File: config.mk
export PLATFORM = sky130hd
export DESIGN_NAME = issue_scheduler_flat
export DESIGN_NICKNAME = d
export VERILOG_FILES = /design/src/rtl/issue_scheduler_if.sv /design/src/rtl/issue_scheduler.sv /design/src/flat_wrapper.sv
export SDC_FILE = /design/constraint.sdc
export NUM_CORES = 1
export LEC_CHECK = 0
export CAP_MARGIN = 20
export CORE_ASPECT_RATIO = 1.1
export CORE_MARGIN = 8
export CORE_UTILIZATION = 64
export CTS_CLUSTER_SIZE = 40
export DETAILED_ROUTE_END_ITERATION = 8
export PLACE_DENSITY = 0.95
export SLEW_MARGIN = 20
export SYNTH_ARGS = -nofsm -noshare
export SYNTH_HDL_FRONTEND = slang
export SYNTH_SLANG_ARGS = --single-unit
File: constraint.sdc
create_clock -name clock -period 9.1 [get_ports clock]
set_input_delay 1.82 -clock clock [delete_from_list [all_inputs] [get_ports clock]]
set_output_delay 1.82 -clock clock [all_outputs]
set_load 0.02 [all_outputs]
File: src/rtl/issue_scheduler_if.sv
// Issue-scheduler bus: reservation-station readiness and unit class in,
// per-class grants, issue count and unit occupancy out.
interface issue_scheduler_if #(
   parameter int RS_SIZE = 8
);
   logic [RS_SIZE-1:0]   rs_ready;
   logic [2*RS_SIZE-1:0] rs_fu;
   logic                 mem_ack;
   logic [RS_SIZE-1:0]   alu_grant;
   logic [RS_SIZE-1:0]   mult_grant;
   logic [RS_SIZE-1:0]   mem_grant;
   logic [RS_SIZE-1:0]   br_grant;
   logic [2:0]           issue_count;
   logic                 mult_busy;
   logic                 mem_busy;

   modport master (
      output rs_ready, rs_fu, mem_ack,
      input  alu_grant, mult_grant, mem_grant, br_grant, issue_count, mult_busy, mem_busy
   );

   modport slave (
      input  rs_ready, rs_fu, mem_ack,
      output alu_grant, mult_grant, mem_grant, br_grant, issue_count, mult_busy, mem_busy
   );
endinterface

File: src/rtl/issue_scheduler.sv
// Per-class round-robin issue scheduler with an issue-width cap, a non-pipelined
// multiplier occupancy counter and a single-outstanding memory unit.
module issue_scheduler #(
   parameter int RS_SIZE     = 8,
   parameter int MULT_LAT    = 4,
   parameter int ISSUE_WIDTH = 2
) (
   input  logic              clock,
   input  logic              reset_n,
   input  logic              squash,
   issue_scheduler_if.slave  bus
);
   localparam int PW       = $clog2(RS_SIZE);
   localparam int CW       = $clog2(MULT_LAT);
   localparam int CLS_ALU  = 0;
   localparam int CLS_MULT = 1;
   localparam int CLS_MEM  = 2;
   localparam int CLS_BR   = 3;
   localparam logic [RS_SIZE-1:0] GRANT_ONE = {{(RS_SIZE-1){1'b0}}, 1'b1};

   logic [PW-1:0]      ptr_q [4];
   logic [PW-1:0]      ptr_d [4];
   logic [CW-1:0]      mult_cnt_q;
   logic [CW-1:0]      mult_cnt_d;
   logic               mem_busy_q;
   logic               mem_busy_d;
   logic               mult_busy_s;
   logic [3:0]         unit_free_s;
   logic [RS_SIZE-1:0] elig_s  [4];
   logic [RS_SIZE-1:0] grant_s [4];
   logic [PW:0]        pick_s  [4];
   logic [2:0]         cnt_s;

   // {hit, index} of the first set bit at or after ptr, wrapping; the
   // descending scan lets the smallest offset win.
   function automatic logic [PW:0] rr_pick(input logic [RS_SIZE-1:0] elig,
                                           input logic [PW-1:0]      ptr);
      logic [PW:0]   res;
      logic [PW-1:0] idx;
      res = {(PW+1){1'b0}};
      for (int k = RS_SIZE - 1; k >= 0; k--) begin
         idx = ptr + PW'(k);
         res = elig[idx] ? {1'b1, idx} : res;
      end
      return res;
   endfunction

   assign mult_busy_s = (mult_cnt_q != {CW{1'b0}});
   assign unit_free_s = {1'b1, ~mem_busy_q, ~mult_busy_s, 1'b1};

   // Split ready entries by their unit class.
   always_comb begin
      for (int c = 0; c < 4; c++) begin
         elig_s[c] = {RS_SIZE{1'b0}};
      end
      for (int i = 0; i < RS_SIZE; i++) begin
         for (int c = 0; c < 4; c++) begin
            elig_s[c][i] = bus.rs_ready[i] & (bus.rs_fu[2*i +: 2] == 2'(c));
         end
      end
   end

   // Arbitration: class code 3 (BR) down to 0 (ALU) is the issue priority order.
   always_comb begin
      cnt_s = 3'd0;
      for (int c = 0; c < 4; c++) begin
         grant_s[c] = {RS_SIZE{1'b0}};
         ptr_d[c]   = ptr_q[c];
         pick_s[c]  = rr_pick(elig_s[c], ptr_q[c]);
      end
      for (int j = 0; j < 4; j++) begin
         if (reset_n && !squash && pick_s[3-j][PW] && unit_free_s[3-j] &&
             (cnt_s < 3'(ISSUE_WIDTH))) begin
            grant_s[3-j] = GRANT_ONE << pick_s[3-j][PW-1:0];
            ptr_d[3-j]   = pick_s[3-j][PW-1:0] + PW'(1'b1);
            cnt_s        = cnt_s + 3'd1;
         end else begin
            cnt_s = cnt_s;
         end
      end
   end

   // Unit occupancy next state; squash abandons both outstanding ops.
   always_comb begin
      mult_cnt_d = mult_cnt_q;
      mem_busy_d = mem_busy_q;
      if (squash) begin
         mult_cnt_d = {CW{1'b0}};
         mem_busy_d = 1'b0;
      end else begin
         if (grant_s[CLS_MULT] != {RS_SIZE{1'b0}}) begin
            mult_cnt_d = CW'(MULT_LAT - 1);
         end else if (mult_busy_s) begin
            mult_cnt_d = mult_cnt_q - CW'(1'b1);
         end else begin
            mult_cnt_d = mult_cnt_q;
         end
         if (grant_s[CLS_MEM] != {RS_SIZE{1'b0}}) begin
            mem_busy_d = 1'b1;
         end else if (mem_busy_q && bus.mem_ack) begin
            mem_busy_d = 1'b0;
         end else begin
            mem_busy_d = mem_busy_q;
         end
      end
   end

   // Arbitration and occupancy state registers.
   always_ff @(posedge clock or negedge reset_n) begin
      if (!reset_n) begin
         for (int c = 0; c < 4; c++) begin
            ptr_q[c] <= {PW{1'b0}};
         end
         mult_cnt_q <= {CW{1'b0}};
         mem_busy_q <= 1'b0;
      end else begin
         for (int c = 0; c < 4; c++) begin
            ptr_q[c] <= ptr_d[c];
         end
         mult_cnt_q <= mult_cnt_d;
         mem_busy_q <= mem_busy_d;
      end
   end

   assign bus.alu_grant   = grant_s[CLS_ALU];
   assign bus.mult_grant  = grant_s[CLS_MULT];
   assign bus.mem_grant   = grant_s[CLS_MEM];
   assign bus.br_grant    = grant_s[CLS_BR];
   assign bus.issue_count = cnt_s;
   assign bus.mult_busy   = mult_busy_s;
   assign bus.mem_busy    = mem_busy_q;
endmodule

File: src/flat_wrapper.sv
// flat-port wrapper written by rule: the top's interface ports become plain ports
module issue_scheduler_flat 
#(
   parameter int RS_SIZE     = 8,
   parameter int MULT_LAT    = 4,
   parameter int ISSUE_WIDTH = 2
)
  (clock, reset_n, squash, bus_rs_ready, bus_rs_fu, bus_mem_ack, bus_alu_grant, bus_mult_grant, bus_mem_grant, bus_br_grant, bus_issue_count, bus_mult_busy, bus_mem_busy);
  issue_scheduler_if #(.RS_SIZE(RS_SIZE)) bus_i ();
  input  logic clock;
  input  logic reset_n;
  input  logic squash;
  input wire logic [$bits(bus_i.rs_ready)-1:0] bus_rs_ready;
  input wire logic [$bits(bus_i.rs_fu)-1:0] bus_rs_fu;
  input wire logic [$bits(bus_i.mem_ack)-1:0] bus_mem_ack;
  output wire logic [$bits(bus_i.alu_grant)-1:0] bus_alu_grant;
  output wire logic [$bits(bus_i.mult_grant)-1:0] bus_mult_grant;
  output wire logic [$bits(bus_i.mem_grant)-1:0] bus_mem_grant;
  output wire logic [$bits(bus_i.br_grant)-1:0] bus_br_grant;
  output wire logic [$bits(bus_i.issue_count)-1:0] bus_issue_count;
  output wire logic [$bits(bus_i.mult_busy)-1:0] bus_mult_busy;
  output wire logic [$bits(bus_i.mem_busy)-1:0] bus_mem_busy;
  assign bus_i.rs_ready = bus_rs_ready;
  assign bus_i.rs_fu = bus_rs_fu;
  assign bus_i.mem_ack = bus_mem_ack;
  assign bus_alu_grant = bus_i.alu_grant;
  assign bus_mult_grant = bus_i.mult_grant;
  assign bus_mem_grant = bus_i.mem_grant;
  assign bus_br_grant = bus_i.br_grant;
  assign bus_issue_count = bus_i.issue_count;
  assign bus_mult_busy = bus_i.mult_busy;
  assign bus_mem_busy = bus_i.mem_busy;
  issue_scheduler #(.RS_SIZE(RS_SIZE), .MULT_LAT(MULT_LAT), .ISSUE_WIDTH(ISSUE_WIDTH)) u_core (.clock(clock), .reset_n(reset_n), .squash(squash), .bus(bus_i));
endmodule
**Word-level counts from Yosys, hierarchy flattened**

Index checks and enable logic that the tools add are counted.

- Bits in registers: 15
- Input bits: 28
- Output and inout port bits: 37
- Word-level logic and storage cells: 274

- $add $sub $neg: 36
- Magnitude comparators: 35
- Equality and inequality tests: 24
- Shifts and indexed selects: 4
- Muxes and demuxes: 110
- Bitwise operators: 34
- Reductions and logical operators: 25

Operator list:

| cell | number |
|---|---|
| < comparator 3 x 4 -> 1 bit, second input constant | 32 |
| 2-to-1 mux 4 bit | 32 |
| binary-select mux 1 bit (select 3 bit) | 32 |
| adder 3 bit, second input constant | 16 |
| 2-to-1 mux 1 bit | 36 |
| bitwise AND 1 bit | 32 |
| equality test 2 bit, second input constant | 16 |
| 2-to-1 mux 8 bit | 4 |
| left shift 1 x 3 -> 8 bit, first input constant | 4 |
| adder 3 x 1 -> 3 bit, second input constant | 10 |
| adder 3 x 2 -> 3 bit, second input constant | 8 |
| equality test 2 x 1 -> 1 bit, second input constant | 8 |
| zero test 2 bit | 8 |
| nonzero test 8 bit | 2 |
| logical AND 1 bit | 11 |
| 2-to-1 mux 3 bit | 3 |
| < comparator 3 x 2 -> 1 bit, second input constant | 2 |
| 2-to-1 mux 2 bit | 3 |
| nonzero test 3 bit | 2 |
| adder 1 x 1 -> 2 bit, second input constant | 1 |
| < comparator 1 x 2 -> 1 bit, second input constant | 1 |
| NOT 1 bit | 2 |
| nonzero test 2 bit | 1 |
| subtractor 2 x 1 -> 2 bit, second input constant | 1 |
| zero test 1 bit | 1 |

**Longest topological paths before layout**

- Word-level depth: 23
- Mapped depth: 19
- Depth with buffers taken out: 16

**Worst setup path before layout**

Ideal clock, no wire load.

- Kind: in2out
- Start: input port bus_rs_fu[13]
- End: output port bus_issue_count[1]
- Data arrival time: 5.278 ns
- Required time: 7.280 ns
- Setup slack: 2.002 ns
- Stages on the path: 15
- Buffers on the path: 2
- Path through: buf_2 > and3b_1 > mux4_2 > a222oi_1 > and2_1 > a311oi_1 > buf_6 > ha_1 > nor2_1 > o311a_4 > inv_2 > fa_1 > inv_1 > ha_1 > mux2_2

- Word-level cells in the longest chain between the ends: 23
- Elaborated cells between the ends (all ways): 123
- Classes of those cells: add/sub: 3; order compare: 3; eq/ne: 3; mux: 100; bitwise: 4; reduce/logical: 10

Ends and longest elaborated chain:

| item | RTL line | source |
|---|---|---|
| start, declared | flat_wrapper.sv:14 | `input wire logic [$bits(bus_i.rs_fu)-1:0] bus_rs_fu;` |
| equality test 2 bit | issue_scheduler.sv:58 | `elig_s[c][i] = bus.rs_ready[i] & (bus.rs_fu[2*i +: 2] == 2'(c));` |
| bitwise AND 1 bit | issue_scheduler.sv:58 |  |
| binary-select mux 1 bit (select 3 bit) | issue_scheduler.sv:43 | `res = elig[idx] ? {1'b1, idx} : res;` |
| 2-to-1 mux 1 bit (not written as such) | issue_scheduler.sv:43 |  |
| 2-to-1 mux 4 bit (8 in a row) | issue_scheduler.sv:43 |  |
| logical AND 1 bit | issue_scheduler.sv:72 | `if (reset_n && !squash && pick_s[3-j][PW] && unit_free_s[3-j] &&` |
| 2-to-1 mux 1 bit | issue_scheduler.sv:72 |  |
| < comparator 1 x 2 -> 1 bit | issue_scheduler.sv:73 | `(cnt_s < 3'(ISSUE_WIDTH))) begin` |
| logical AND 1 bit | issue_scheduler.sv:72 |  |
| 2-to-1 mux 3 bit | issue_scheduler.sv:72 |  |
| < comparator 3 x 2 -> 1 bit | issue_scheduler.sv:73 |  |
| logical AND 1 bit | issue_scheduler.sv:72 |  |
| 2-to-1 mux 3 bit | issue_scheduler.sv:72 |  |
| < comparator 3 x 2 -> 1 bit | issue_scheduler.sv:73 |  |
| logical AND 1 bit | issue_scheduler.sv:72 |  |
| 2-to-1 mux 3 bit (*) | issue_scheduler.sv:72 |  |
| end, declared | flat_wrapper.sv:20 | `output wire logic [$bits(bus_i.issue_count)-1:0] bus_issue_count;` |

Every way passes the cells marked *; elsewhere a longest branch is shown, timed or not. The select of a mux whose other input is x is not followed.

**Worst setup path after layout**

- Start: input port bus_rs_fu[14]
- End: output port bus_issue_count[1]

Same word-level chain as after synthesis.

==> results.txt <==
setup TNS: 0 ns
Design Power: 2215 uW
crit start category: input port
die area: 12,540 sq um
Final Setup Violations: 0
global route overflow: 0
drt first-iter violations: 775
CP endpoint kind: output pin
Post-route DRC: 0
Ys Warns: 0
Max-Cap Viols: 0
largest net degree at the start of global routing: 29
synthesized area: 5892 sq um
status: finished, final reports clean
syn avg cell area: 8.381 sq um
CTS resizes: 0
IO buf count: 64
fmax: 0.1155 GHz
adder-cell share of the synthesized area: 7.772%
Antenna Nets Post-Route: 0
initial antenna violation count: 0
Worst-Skew Late Latency: 0.26 ns
share of post-route cells with drive strength above 1: 11.44%
pre-CTS setup slack: 0.5104 ns
Final nets: 782
Post-Synth XOR/XNOR Area: 2.676%
r2r worst-path depth: 17
min-delay worst type: reg2reg
Core Region: 8919 sq um
routed vias: 6,316
syn_nets: 767
Leak: 0.002540 uW
Async S/R FF share, synth: 100.0%
# diodes: 0
ratio of final minimum period to clock period: 95.17%
Worst Skew: 0.007411 ns
Synth-to-Final Area Change: 9.535%
Yosys cell types: 84
most frequent cells in the layout: clkdlybuf4s50_1 (64), nand2_1 (52), nor2_1 (48), mux2i_1 (46), mux4_2 (46)
starting density of the core: 66.06%
post-synthesis sequential area ratio: 6.371%
Slew headroom: 38.35%
Setup CP Type: in2out
Compound-Gate Fraction of Synth Area: 20.41%
CP Data Required Time: 7.28 ns
Setup Buffers After CTS: 0
flops & latches, synth: 15
WHS: 0.5986 ns
drt pass-1 iters: 6
R2R Path Start: u_core.ptr_q[0]
CP max stage cell: clkdlybuf4s50_1
largest family of logic cells by synthesized area: multiplexers
RSZ-0062 raised after global routing: no
commonest non-fill, non-tap cell in the layout: clkdlybuf4s50_1
H-tree Lvls: 1
Routed WL per cell: 22.82 um
worst slew pin tran: 0.9248 ns
number of global-route vias before repair: 6,118
CTS Hold Buffers Added: 0
CTS Buf Count: 3
WL final: 18,970 um
crit-path cells: clkdlybuf4s50_1, and3b_1, mux4_2, a222oi_1, and2_1, a311oi_1, buf_4, ha_1, nor2_1, o311a_4, inv_2, fa_1, inv_1, ha_1, mux2_2, clkdlybuf4s50_1
Fin. Hold Viols: 0
final worst path period need: 8.661 ns
Worst-path clk slew: 0.07 ns
Placer Congestion: 1.013
EDFF count, synth: 0
multiplexer share of the synthesized area: 27.76%
FP Rows: 36
crit-path max FO: 16
family with the most delay on the worst path: buffers and inverters
# IOs: 65
final worst slack: 0.4394 ns
Clock Root Buffer: clkbuf_8
Max Slew Vio Count: 0
DP Wirelength: 14,460 um
first-pass GRT wire length: 30,150 um
DIE WIDTH: 107.5 um
HP Start: u_core.bus.mem_busy
hold depth: 2
Syn Inst Count: 703
CP arrival: 6.84 ns
CTS tree: built
vias per cell: 7.600
CP Buf/Inv Count: 5
worst r2r dst: u_core.ptr_q[9]
die height: 116.6 um
pwr dens: 343.1 nW/um^2
simple-gate share of the synthesized area: 27.50%
Hold Path End: u_core.bus.mem_busy
GR Util All Layers: 29.43%
clock sink count: 15
Synth Flop Type: dfrtp_1
clk buf depth: 2
CP peak stage delay: 0.67 ns
worst reg-to-reg setup slack: 3.98 ns
VDD IR max: 0.2309 mV
## per-layer routing
layer  routed length (um)  vias up  global-route usage (%)
met5                    0        -                       0
met4                 1255        0                   19.54
met3                 1743      104                   4.801
met2                 9061      457                   49.12
met1                 6905     2994                   34.22
li1                     -     2761                       -
## registers in the layout (all words and copies together), names as in the netlist
register and count:
u_core.bus.mem_busy 1, u_core.mult_cnt_q 2, u_core.ptr_q 12
## synthesized netlist by cell type, types with 12 or more instances
library cell	n	share of area, %
dfrtp_1	15	6.4
and3b_1	15	2.2
nand4b_1	13	1.9
inv_1	29	1.8
ha_1	35	7.4
clkbuf_1	19	1.2
and2_1	12	1.3
nor2_1	48	3.1
and3_1	16	1.7
buf_2	23	2.0
mux2i_1	46	7.8
nand3_1	18	1.5
mux4_2	46	18
nand2_1	52	3.3
a21oi_1	21	1.8
o21ai_0	31	2.6
o211ai_1	20	2.5
nand3b_1	16	2.0
## stage by stage
step	util [%]	cells	area (sq um)
after floorplan	-	703	5892
after global placement	71.86	827	6409
after detailed placement	71.86	827	6409
after CTS	72.36	831	6454
after global routing	72.36	831	6454
final	72.36	831	6454
## final cells by class
cell class	instances	area, sq um
fillers	697	2465
multi-input cells	592	5074
inverters	37	138.9
well taps	114	142.6
clock buffers	4	45.04
flip-flops and latches	15	375.4
repair buffers	69	678.2
## report_power, final
group          switching (uW)  internal [uW]  total [uW]
sequential                131           96.0         227
clock                    30.1           31.2        61.3
combinational            1100            828        1930
## worst max path at each step
stage	start	to	depth (start not counted)
after floorplan	bus_rs_fu[13]	bus_issue_count[1]	15
after global placement	bus_rs_fu[14]	bus_issue_count[1]	16
after detailed placement	bus_rs_fu[14]	bus_issue_count[1]	16
after CTS	bus_rs_fu[14]	bus_issue_count[1]	16
after global routing	bus_rs_fu[14]	bus_issue_count[1]	16
final	bus_rs_fu[14]	bus_issue_count[1]	16
## kinds of logic (layout without fill, tap and decap cells)
group | after synthesis | count (layout)
simple gates | 268 | 268
fa+ha+maj | 36 | 36
xor+xnor | 18 | 18
mux | 103 | 103
buf+inv | 96 | 110
flops | 15 | 15
compound gates | 167 | 167
## worst register-to-register path: stages, from the launching register on
cell and delay (ns):
dfrtp_1 0.78, inv_1 0.45, ha_1 0.41, xor2_1 0.46, mux4_2 0.57, nand2b_1 0.17, and3_1 0.18, a31oi_1 0.08
buf_4 0.19, ha_1 0.26, nor2_1 0.13, o311a_4 0.30, inv_2 0.08, fa_1 0.40, nand2_1 0.12, a31oi_2 0.13
nand2_1 0.20, xnor2_1 0.07
Power figures use the tool's default switching activity.
